**src/rtl/usb_tx_scheduler.sv**
```systemverilog
// usb_tx_scheduler: SIE transmit sequencer for handshakes and IN data packets (PID, payload, CRC16, IPG)
// Ports: clk/reset_n (async active-low); hs_req/hs_pid handshake request; in_req/in_ep IN token;
//   ack_rcvd/toggle_clr DATA0/1 toggle control; ep_t* per-endpoint byte streams; ep_halt;
//   tx_data/tx_valid/tx_ready PHY port; busy (not IDLE); underrun (stream ran dry mid-packet).
// Optional: define USB_TX_HALT_EN to answer IN tokens on halted endpoints with STALL.
module usb_tx_scheduler #(
  parameter int NUM_EP = 4,
  parameter int MAX_PKT = 8,
  parameter int IPG_CYCLES = 16,
  localparam int EPW = (NUM_EP > 1) ? $clog2(NUM_EP) : 1
) (
  input  logic              clk,
  input  logic              reset_n,
  input  logic              hs_req,
  input  logic [1:0]        hs_pid,
  input  logic              in_req,
  input  logic [EPW-1:0]    in_ep,
  input  logic              ack_rcvd,
  input  logic [NUM_EP-1:0] toggle_clr,
  input  logic [NUM_EP-1:0] ep_tvalid,
  input  logic [8*NUM_EP-1:0] ep_tdata,
  input  logic [NUM_EP-1:0] ep_tlast,
  output logic [NUM_EP-1:0] ep_tready,
  input  logic [NUM_EP-1:0] ep_halt,
  output logic [7:0]        tx_data,
  output logic              tx_valid,
  input  logic              tx_ready,
  output logic              busy,
  output logic              underrun
);
  typedef enum logic [2:0] {IDLE, PID, PAYLOAD, CRC_LO, CRC_HI, GAP} state_t;
  state_t state, state_n;
  logic hs_pend, in_pend, data_pkt, sel_data, seen, bad, halt, grant, take, under;
  logic [1:0] hs_pid_q;
  logic [EPW-1:0] in_ep_q, cur_ep, last_ep;
  logic [7:0] pid_q, sel_pid, ep_byte;
  logic [15:0] crc, crc_tx, cnt;
  logic [NUM_EP-1:0] toggle, toggle_n;

  function automatic logic [15:0] crc16(input logic [15:0] c, input logic [7:0] d);
    logic [15:0] r;
    r = c ^ {8'h00, d};
    for (int i = 0; i < 8; i++) r = r[0] ? ((r >> 1) ^ 16'hA001) : (r >> 1);
    return r;
  endfunction

`ifdef USB_TX_HALT_EN
  assign halt = ep_halt[in_ep_q];
`else
  logic unused_halt;
  assign halt = 1'b0;
  assign unused_halt = ^ep_halt;
`endif

  assign grant = state == IDLE && (hs_pend || in_pend);
  assign ep_byte = ep_tdata[{cur_ep, 3'b000} +: 8];
  // a packet that underran carries the uncomplemented CRC so the host rejects it
  assign crc_tx = bad ? crc : ~crc;
  assign sel_data = !hs_pend && !halt && ep_tvalid[in_ep_q];
  assign sel_pid = hs_pend ? (hs_pid_q == 2'b00 ? 8'hD2 : hs_pid_q == 2'b01 ? 8'h5A : 8'h1E)
                 : halt ? 8'h1E : !ep_tvalid[in_ep_q] ? 8'h5A : toggle[in_ep_q] ? 8'h4B : 8'hC3;
  assign busy = state != IDLE;
  assign underrun = under;

  always_comb begin
    toggle_n = toggle;
    for (int i = 0; i < NUM_EP; i++)
      toggle_n[i] = toggle_clr[i] ? 1'b0 : (ack_rcvd && seen && last_ep == EPW'(i)) ? ~toggle[i] : toggle[i];
  end

  always_comb begin
    state_n = state;
    tx_valid = 1'b0;
    tx_data = 8'h00;
    ep_tready = '0;
    take = 1'b0;
    under = 1'b0;
    case (state)
      IDLE: state_n = grant ? PID : IDLE;
      PID: begin
        tx_valid = 1'b1;
        tx_data = pid_q;
        if (tx_ready) state_n = data_pkt ? PAYLOAD : GAP;
      end
      PAYLOAD: begin
        tx_valid = 1'b1;
        if (ep_tvalid[cur_ep]) begin
          tx_data = ep_byte;
          if (tx_ready) begin
            ep_tready[cur_ep] = 1'b1;
            take = 1'b1;
            if (ep_tlast[cur_ep] || cnt == 16'(MAX_PKT - 1)) state_n = CRC_LO;
          end
        end else begin
          // stream ran dry: this beat already carries the (bad) CRC low byte
          under = 1'b1;
          tx_data = crc[7:0];
          state_n = tx_ready ? CRC_HI : CRC_LO;
        end
      end
      CRC_LO: begin
        tx_valid = 1'b1;
        tx_data = crc_tx[7:0];
        if (tx_ready) state_n = CRC_HI;
      end
      CRC_HI: begin
        tx_valid = 1'b1;
        tx_data = crc_tx[15:8];
        if (tx_ready) state_n = GAP;
      end
      GAP: state_n = cnt == 16'(IPG_CYCLES - 1) ? IDLE : GAP;
      default: state_n = IDLE;
    endcase
  end

  always_ff @(posedge clk or negedge reset_n) begin
    if (!reset_n) begin
      state <= IDLE;
      hs_pend <= 1'b0;
      in_pend <= 1'b0;
      hs_pid_q <= 2'b00;
      in_ep_q <= '0;
      cur_ep <= '0;
      last_ep <= '0;
      pid_q <= 8'h00;
      data_pkt <= 1'b0;
      seen <= 1'b0;
      bad <= 1'b0;
      crc <= 16'hFFFF;
      cnt <= '0;
      toggle <= '0;
    end else begin
      state <= state_n;
      hs_pend <= (hs_req && hs_pid != 2'b11) || (hs_pend && !grant);
      in_pend <= in_req || (in_pend && !(grant && !hs_pend));
      if (hs_req && hs_pid != 2'b11) hs_pid_q <= hs_pid;
      if (in_req) in_ep_q <= in_ep;
      toggle <= toggle_n;
      cnt <= (grant || (state_n == GAP && state != GAP)) ? '0 : (state == GAP || take) ? cnt + 16'd1 : cnt;
      if (grant) begin
        pid_q <= sel_pid;
        data_pkt <= sel_data;
        cur_ep <= in_ep_q;
        crc <= 16'hFFFF;
        bad <= 1'b0;
        if (sel_data) begin
          last_ep <= in_ep_q;
          seen <= 1'b1;
        end
      end
      if (take) crc <= crc16(crc, ep_byte);
      if (under) bad <= 1'b1;
    end
  end
endmodule
```
**config.mk**
```make
export PLATFORM = sky130hd
export DESIGN_NAME = usb_tx_scheduler
export DESIGN_NICKNAME = d
export VERILOG_FILES = /design/src/rtl/usb_tx_scheduler.sv
export SDC_FILE = /design/constraint.sdc
export NUM_CORES = 1
export LEC_CHECK = 0
export ABC_AREA = 0
export CORE_MARGIN = 2
export CORE_UTILIZATION = 49
export DETAILED_ROUTE_END_ITERATION = 6
export GPL_TIMING_DRIVEN = 0
export PLACE_DENSITY_LB_ADDON = 0.25
export SLEW_MARGIN = 15
export SYNTH_ARGS = -nofsm -noshare
export SYNTH_HDL_FRONTEND = slang
export SYNTH_SLANG_ARGS = --single-unit
```
**constraint.sdc**
```tcl
create_clock -name clk -period 4.9 [get_ports clk]
set_input_delay 0.49 -clock clk [delete_from_list [all_inputs] [get_ports clk]]
set_output_delay 0.49 -clock clk [all_outputs]
set_load 0.01 [all_outputs]
```
==> results_dict.tcl, run 1 <==
set metrics [dict create \
    result_of_the_run "finished clean" \
    total_number_of_placement_rows 31 \
    final_cell_area_mm2 0.00465 \
    grt_first_pass_wirelength_um 15600 \
    drv_cap 0 \
    clock_insertion_delay_worst_skew_ns 0.34 \
    critPathLaunchType "flop" \
    leakage_power_figure_uw 0.00180 \
    cell_int_power_uw 1420 \
    power.net_switching_uw 929 \
    crit_path_max_fanout 10 \
    synth_most_common_cell "dfrtp_1" \
    finalPower_uw 2350 \
    avgRoutedWirePerCell_um 16.5 \
    post_dp_cell_area_mm2 0.00446 \
    finalSetupViolations 0 \
    die_area_mm2 0.00819 \
    fin_crit_sh 0.754 \
    postSynth.asyncResetShare 1.00 \
    dr.first_iter.drc_count 143 \
    swShare 0.395 \
    total_count_of_max_transition_violations_in_the_final_report 0 \
    cts.root.buffer_cell "clkbuf_8" \
    gr-usage-all-layers 0.238 \
    synth_cell_types 48 \
    worst_clock_skew_ns 0.00801 \
    vias_per_cell 5.51 \
    ys_seq_area_frac 0.401 \
    yosysWarningCount 0 \
    cts_buffers 9 \
    worst_pin_slew_ns 0.728 \
    p_clk_frac 0.182 \
    ioPinCount 73 \
    worstHoldPathType "input pin to async pin" \
    cts_resized 0 \
    max-clock-path-buffers 2 \
    detailed_route_drc_error_count 0 \
    fillers 615 \
    grt_remaining_overflow 0 \
    area_fraction_of_the_dominant_cell_type_after_synthesis 0.286 \
    antenna_cells 0 \
    area_growth_from_synthesis_to_layout_pct 26.6 \
    avgSynthCellArea_um2 9.81 \
    syn-instance-count 374 \
    syn_area_mm2 0.00367 \
    cts_tree "built" \
    synth-seq-cells 58 \
    stdcell_count 555 \
    slew_headroom 0.515 \
    placedCellCount 540 \
    grt_antenna_before_repair 0 \
    placement.io_buffers 67 \
    nets 511 \
    timing.setup.critical_path_class "flop to output port" \
    worst_path_most_repeated_cell "clkbuf_1" \
    ir_worst_vdd_uv 227 \
    routabilityCongestion 0.879 \
    seq_power_share 0.271 \
    path_clk_slew_ns 0.06 \
    grt_setup_unrepaired "no" \
    synthTopCellsByArea "dfrtp_1, dfstp_2, xnor2_1" \
    floorplan.die.height_um 90.5 \
    critical_path_endpoint_category "output port" \
    critical_path_required_ns 4.41 \
    slowest_delay_ns 0.53 \
    synthTopCellsByCount "dfrtp_1, nor2_1, nand2_1" \
    routed-via-count 3060 \
    timing.critical_path.arrival_ns 3.20 \
    core_area_mm2 0.00725 \
    first_global_vias 3129 \
    die-width_um 90.5 \
    path_cells "clkbuf_1, inv_1, nand2_1, nor2_1, and3_1, clkbuf_1, clkbuf_1, nand2_1, nor2_1, clkdlybuf4s50_1" \
    tritoncts_sinks 58 \
    ys_dominant_reg_cell "dfrtp_1" \
    drtPass1Iterations 7 \
    number_of_flops_mapped_to_enable_cells_by_yosys 0 \
    final_hold_viol_count 0 \
    fin_crit_ns 3.69 \
    critical_path_depth_in_cells 10 \
    power.density_mw_per_mm2 506 \
    antenna_violating_nets_post_route 0 \
    synthesis.nets 433 \
    floorplan.initialDensity 0.506 \
    synthDominantAreaCellType "dfrtp_1" \
    worstPathBufferInverterCount 5 \
    finalSetupTns_ns 0 \
    ctsHoldBuffers 0 \
    ff2ff_path_depth 8 \
    worst_path_dominant_cell_family "buffers and inverters" \
    drive_gt1_frac 0.136 \
    postCtsSetupBuffers 0 \
    max_freq_ghz 0.271 \
    share_comb_of_total_power 0.548 \
    largest_net_degree_at_the_start_of_global_routing 59 \
    crit_slowest_cell "clkdlybuf4s50_1" \
    hpwl_um 6770 \
    finalWirelength_um 9140 \
    clock_tree.htree_level_count 3 \
]
==> per-stage QoR <==
stage | hold slack [ns] | util | setup WS, ns
floorplan | 0.194 | - | 2.42
global placement | 0.450 | 0.615 | 1.49
detailed placement | 0.459 | 0.615 | 1.51
CTS | 0.240 | 0.641 | 1.21
global route | 0.282 | 0.641 | 1.03
finish | 0.224 | 0.641 | 1.21
==> worst paths after layout <==
| kind | slack [ns] | startpoint | to |
|---|---|---|---|
| setup / recovery | 1.21 | state[2] | ep_tready[2] |
| hold / removal | 0.22 | reset_n | cnt[5] |
| hold reg to reg | 0.48 | pid_q[1] | pid_q[1] |
| max in group asynchronous | 4.20 | reset_n | data_pkt |
| min in group clk | 0.48 | pid_q[1] | pid_q[1] |
| setup reg to reg | 2.29 | cnt[0] | cnt[12] |
==> cell usage in the layout (no fill, tap or decap), types with 8 or more instances in the layout <==
cell / instances
a21oi_1: 18
clkbuf_1: 17
clkbuf_8: 11
clkdlybuf4s50_1: 66
dfrtp_1: 42
dfstp_2: 16
inv_1: 8
mux2_2: 8
mux4_2: 10
nand2_1: 37
nand4_1: 9
nor2_1: 38
nor3_1: 34
o21ai_0: 12
xnor2_1: 34
xor2_1: 18
==> power groups by stage <==
stage               clock (uW)  sequential, uW  combinational [uW]
floorplan                    0             616                 960
global placement             0             639                1260
CTS                        437             635                1290
global route               459             647                1400
detailed placement           0             642                1290
finish                     427             636                1290
==> state kept, by name, indices dropped and copies added (netlist names) <==
name and flops:
hs_pid_q 2, crc 16, cur_ep 2, pid_q 6, hs_pend 1, cnt 16, data_pkt 1, seen 1
in_ep_q 2, state 3, in_pend 1, bad 1, toggle 4, last_ep 2
==> routing by layer <==
layer,up-vias,wire length [um],track usage
li1,1483,-,-
met1,1489,3780,0.301
met2,78,4820,0.412
met3,10,421,0.0467
met4,0,116,0.0731
met5,-,0,0
==> cell families (layout without fill, tap and decap cells) <==
logic type                 count (synthesis)  after routing  synth area share
DFF                                       58             58             0.401
and+or+nand+nor                          146            146             0.190
adders and majority gates                  1              1           0.00341
muxes                                     25             25             0.114
AOI/OAI and AO/OA                         55             55            0.0945
xor gates and xnor gates                  59             59             0.160
buffers and inverters                     30            112            0.0375
==> layout make-up <==
| class | instances | area, um2 | area share |
|---|---|---|---|
| clock inverter | 3 | 40.0 | 0.00862 |
| tap | 99 | 124 | 0.0267 |
| timing repair buffer | 67 | 668 | 0.144 |
| multi-input combinational | 286 | 2060 | 0.443 |
| clock buffer | 12 | 145 | 0.0312 |
| buffer | 22 | 108 | 0.0232 |
| inverter | 8 | 30.0 | 0.00646 |
| sequential | 58 | 1470 | 0.317 |
(Power assumes the default switching activity.)
==> run 2, diff against run 1 <==
--- a/config.mk
+++ b/config.mk
@@ -7,7 +7,7 @@
 export LEC_CHECK = 0
 export ABC_AREA = 0
 export CORE_MARGIN = 2
-export CORE_UTILIZATION = 49
+export CORE_UTILIZATION = 47
 export DETAILED_ROUTE_END_ITERATION = 6
 export GPL_TIMING_DRIVEN = 0
 export PLACE_DENSITY_LB_ADDON = 0.25
==> constraint.sdc (replaced) <==
create_clock -name clk -period 3.1 [get_ports clk]
set_input_delay 0.31 -clock clk [delete_from_list [all_inputs] [get_ports clk]]
set_output_delay 0.31 -clock clk [all_outputs]
set_load 0.01 [all_outputs]
==> results_dict.tcl, run 2 (synthesis results as in run 1) <==
set metrics [dict create \
    routabilityCongestion 0.856 \
    vias_per_cell 5.51 \
    fillers 671 \
    swShare 0.405 \
    seq_power_share 0.266 \
    path_clk_slew_ns 0.08 \
    placement.io_buffers 67 \
    die-width_um 92.3 \
    worst_pin_slew_ns 0.754 \
    worst_clock_skew_ns 0.00748 \
    worstHoldPathType "input pin to async pin" \
    stdcell_count 560 \
    slowest_delay_ns 0.62 \
    finalSetupViolations 0 \
    cell_int_power_uw 2260 \
    antenna_violating_nets_post_route 0 \
    core_area_mm2 0.00765 \
    postLayoutCoreUtil 0.617 \
    antenna_cells 0 \
    result_of_the_run "finished clean" \
    finalPower_uw 3800 \
    slew_headroom 0.497 \
    hpwl_um 6650 \
    critical_path_required_ns 2.79 \
    clock_insertion_delay_worst_skew_ns 0.35 \
    grt_setup_unrepaired "no" \
    cts_tree "built" \
    area_growth_from_synthesis_to_layout_pct 28.6 \
    final_hold_viol_count 0 \
    final_common_cell "clkdlybuf4s50_1" \
    layout_common_cells "clkdlybuf4s50_1, dfrtp_1, nor2_1, nand2_1" \
    setup.worst_path.start "cur_ep[0]" \
    timing.critical_path.arrival_ns 2.64 \
    total_count_of_max_transition_violations_in_the_final_report 0 \
    timing.setup.critical_path_class "flop to output port" \
    gr-usage-all-layers 0.233 \
    fin_crit_sh 0.952 \
    critPathLaunchType "flop" \
    routed-via-count 3083 \
    clock_tree.htree_level_count 3 \
    dr.first_iter.drc_count 159 \
    floorplan.die.height_um 92.3 \
    final_cell_area_mm2 0.00472 \
    post_dp_cell_area_mm2 0.00446 \
    floorplan.initialDensity 0.480 \
    drive_gt1_frac 0.162 \
    crit_slowest_cell "clkdlybuf4s50_1" \
    detailed_route_drc_error_count 0 \
    grt_antenna_before_repair 0 \
    path_cells "buf_6, clkbuf_16, mux4_2, buf_6, nor3_1, clkdlybuf4s50_1" \
    grt_first_pass_wirelength_um 15600 \
    ir_worst_vdd_uv 363 \
    setup.reg_to_reg.worst_slack_ns 0.38 \
    top_registers "cnt (16), crc (16), pid_q (6)" \
    worst_path_most_repeated_cell "buf_6" \
    ioPinCount 73 \
    critical_path_endpoint_category "output port" \
    avgRoutedWirePerCell_um 16.3 \
    die_area_mm2 0.00853 \
    max-clock-path-buffers 2 \
    max_freq_ghz 0.339 \
    placedCellCount 543 \
    fin_crit_ns 2.95 \
    largest_net_degree_at_the_start_of_global_routing 59 \
    cts.root.buffer_cell "clkbuf_8" \
    finalWirelength_um 9140 \
    tritoncts_sinks 58 \
    crit_path_max_fanout 10 \
    grt_remaining_overflow 0 \
    power.density_mw_per_mm2 806 \
    drtPass1Iterations 4 \
    total_number_of_placement_rows 32 \
    rr_startpoint "cur_ep[0]" \
    ctsHoldBuffers 0 \
    drv_cap 0 \
    nets 512 \
    leakage_power_figure_uw 0.00186 \
    p_clk_frac 0.192 \
    cts_buffers 9 \
    power.net_switching_uw 1540 \
    share_comb_of_total_power 0.542 \
    first_global_vias 3112 \
]
==> run 2: metal layers <==
layer / GRT usage / vias up / part of all wire
met5: 0 / - / 0
met4: 0.0945 / 0 / 0.017
met3: 0.0325 / 16 / 0.038
met2: 0.394 / 67 / 0.51
met1: 0.304 / 1511 / 0.44
li1: - / 1489 / -
==> run 2: worst paths after layout <==
kind                                  to  depth (start not counted)
worst max-delay path            underrun                          6
worst min-delay path              cnt[0]                          1
worst max register to register   cnt[15]                         10
worst min register to register  pid_q[1]                          1
max in group asynchronous       pid_q[3]                          1
min in group clk                state[1]                          4
==> run 2: power by group through the flow <==
stage	combinational, uW	clock, uW	sequential [uW]
6_report	2060	732	1010
5_1_grt	2240	771	1030
4_1_cts	2060	740	1000
3_5_place_dp	2020	0	1010
3_3_place_gp	1990	0	1010
2_1_floorplan	1520	0	974
==> run 2: metrics by stage <==
step | hold WS (ns) | setup WS, ns | TNS [ns]
after detailed placement | 0.424 | -0.117 | -0.117
after floorplan | 0.0144 | 0.802 | 0
final | 0.0211 | 0.149 | 0
after CTS | 0.0393 | 0.0120 | 0
after global routing | 0.0986 | 0.00863 | 0
after global placement | 0.450 | -0.0914 | -3.84
==> run 2: cell type report <==
class,count,area [um2],share of cell area
Inverter,8,30.0,0.00636
Timing Repair Buffer,70,686,0.145
Tap cell,102,128,0.0270
Clock buffer,9,124,0.0263
Sequential cell,58,1470,0.312
Clock inverter,7,78.8,0.0167
Multi-Input combinational cell,286,2070,0.439
Buffer,20,131,0.0278
==> run 2: worst max-delay path, delay by kind of cell, from the launching register on <==
kind                   cells  cell delay (ns)
buffers and inverters      4             1.13
and+or+nand+nor            1             0.25
muxes                      1             0.55
DFF                        1             0.34
==> run 2: what timing repair did <==
action                                 in CTS  in global routing
resized for setup                          18                  7
endpoints found under the hold margin       0                  0
setup endpoints to repair                  13                  7
setup buffers                               3                  0
==> run 3, diff against run 2 <==
--- a/config.mk
+++ b/config.mk
@@ -6,8 +6,10 @@
 export NUM_CORES = 1
 export LEC_CHECK = 0
 export ABC_AREA = 0
+export CELL_PAD_IN_SITES_DETAIL_PLACEMENT = 1
+export CELL_PAD_IN_SITES_GLOBAL_PLACEMENT = 1
 export CORE_MARGIN = 2
-export CORE_UTILIZATION = 47
+export CORE_UTILIZATION = 36
 export DETAILED_ROUTE_END_ITERATION = 6
 export GPL_TIMING_DRIVEN = 0
 export PLACE_DENSITY_LB_ADDON = 0.25
==> results_dict.tcl, run 3 (synthesis results as in run 1) <==
set metrics [dict create \
    path_cells "clkbuf_4, mux4_2, buf_4, mux2_2, a22oi_1, o221ai_1, dlygate4sd2_1" \
    grt_setup_unrepaired "no" \
    ctsHoldBuffers 0 \
    avgRoutedWirePerCell_um 17.6 \
    power.density_mw_per_mm2 779 \
    worstHoldPathType "input pin to async pin" \
    critical_path_required_ns 2.79 \
    rr_startpoint "cnt[0]" \
    clock_insertion_delay_worst_skew_ns 0.36 \
    placement.io_buffers 67 \
    post_dp_cell_area_mm2 0.00450 \
    dr.first_iter.drc_count 86 \
    cts_buffers 9 \
    drive_gt1_frac 0.158 \
    fin_crit_sh 0.947 \
    hpwl_um 7730 \
    slowest_delay_ns 0.48 \
    setup.worst_path.start "cur_ep[1]" \
    drv_cap 0 \
    stdcell_count 588 \
    drtPass1Iterations 4 \
    max-clock-path-buffers 2 \
    final_cell_area_mm2 0.00468 \
    clock_tree.htree_level_count 3 \
    cts_tree "built" \
    die_area_mm2 0.0110 \
    slew_headroom 0.504 \
    critical_path_endpoint_category "output port" \
    cts.root.buffer_cell "clkbuf_8" \
    total_count_of_max_transition_violations_in_the_final_report 0 \
    critPathLaunchType "flop" \
    timing.setup.critical_path_class "flop to output port" \
    vias_per_cell 5.22 \
    first_global_vias 3284 \
    die-width_um 105 \
    top_registers "cnt (16), crc (16), pid_q (6)" \
    area_growth_from_synthesis_to_layout_pct 27.5 \
    largest_net_degree_at_the_start_of_global_routing 59 \
    routed-via-count 3067 \
    detailed_route_drc_error_count 0 \
    final_hold_viol_count 0 \
    antenna_cells 0 \
    floorplan.die.height_um 105 \
    timing.critical_path.arrival_ns 2.63 \
    layout_common_cells "clkdlybuf4s50_1, dfrtp_1, nor2_1, nand2_1, xnor2_1" \
    finalSetupViolations 0 \
    final_common_cell "clkdlybuf4s50_1" \
    placedCellCount 574 \
    multi_input_area_mm2 0.00208 \
    total_number_of_placement_rows 36 \
    crit_path_max_fanout 10 \
    gr-usage-all-layers 0.199 \
    ir_worst_vdd_uv 372 \
    fin_crit_ns 2.94 \
    leakage_power_figure_uw 0.00182 \
    path_clk_slew_ns 0.07 \
    result_of_the_run "finished clean" \
    final-seq-area_mm2 0.00147 \
    core_area_mm2 0.00982 \
    crit_slowest_cell "dfrtp_1" \
    postLayoutCoreUtil 0.476 \
    tritoncts_sinks 58 \
    grt_antenna_before_repair 0 \
    fillers 1162 \
    floorplan.initialDensity 0.374 \
    grt_first_pass_wirelength_um 17100 \
    finalWirelength_um 10400 \
    nets 510 \
    antenna_violating_nets_post_route 0 \
    ioPinCount 73 \
    grt_remaining_overflow 0 \
    worst_hold_slack_ns 0.0249 \
    worst_pin_slew_ns 0.744 \
    max_freq_ghz 0.341 \
    worst_clock_skew_ns 0.00955 \
    routabilityCongestion 0.826 \
]
[run 3: stage by stage]
stage          total power (uW)  setup TNS, ns  setup WS [ns]
2_1_floorplan              2490              0          0.802
3_3_place_gp               3030          -6.66         -0.160
3_5_place_dp               3070         -0.153         -0.153
4_1_cts                    3690       -0.00569       -0.00569
5_1_grt                    3890              0         0.0148
6_report                   3640              0          0.163
[run 3: routing by layer]
layer | GRT usage | part of all wire
met1 | 0.241 | 0.43
met2 | 0.357 | 0.53
met3 | 0.0343 | 0.018
met4 | 0.0657 | 0.017
met5 | 0 | 0
[run 3: where the power goes]
group	internal (uW)	switching (uW)	total [uW]
Sequential	882	119	1000
Combinational	955	1080	2030
Clock	279	328	607
Total	2120	1530	3640
[run 3: critical path: cells and delay by family, from the launching register on]
family / cells / cell delay, ns
compound gates: 2 / 0.35
buf+inv: 3 / 0.83
flops: 1 / 0.48
mux: 2 / 0.62
[run 3: area by class of cell]
type,count,area share
buffer,20,0.0230
sequential,58,0.315
inverter,8,0.00642
multi-input combinational,286,0.444
clock inverter,6,0.00749
clock buffer,9,0.0265
tap,133,0.0356
timing repair buffer,68,0.142
[run 3: final timing paths]
kind	endpoint	slack, ns	depth (start not counted)
min in group clk	state[1]	0.42	4
hold / removal	state[1]	0.02	1
setup / recovery	tx_data[0]	0.16	7
hold reg to reg	pid_q[1]	0.49	1
setup reg to reg	cnt[8]	0.42	8
max in group asynchronous	cur_ep[0]	2.59	1
[run 3: what timing repair did]
| item | CTS | global route |
|---|---|---|
| setup endpoints to repair | 13 | 3 |
| resized for setup | 18 | 4 |
| buffers inserted | 1 | 0 |
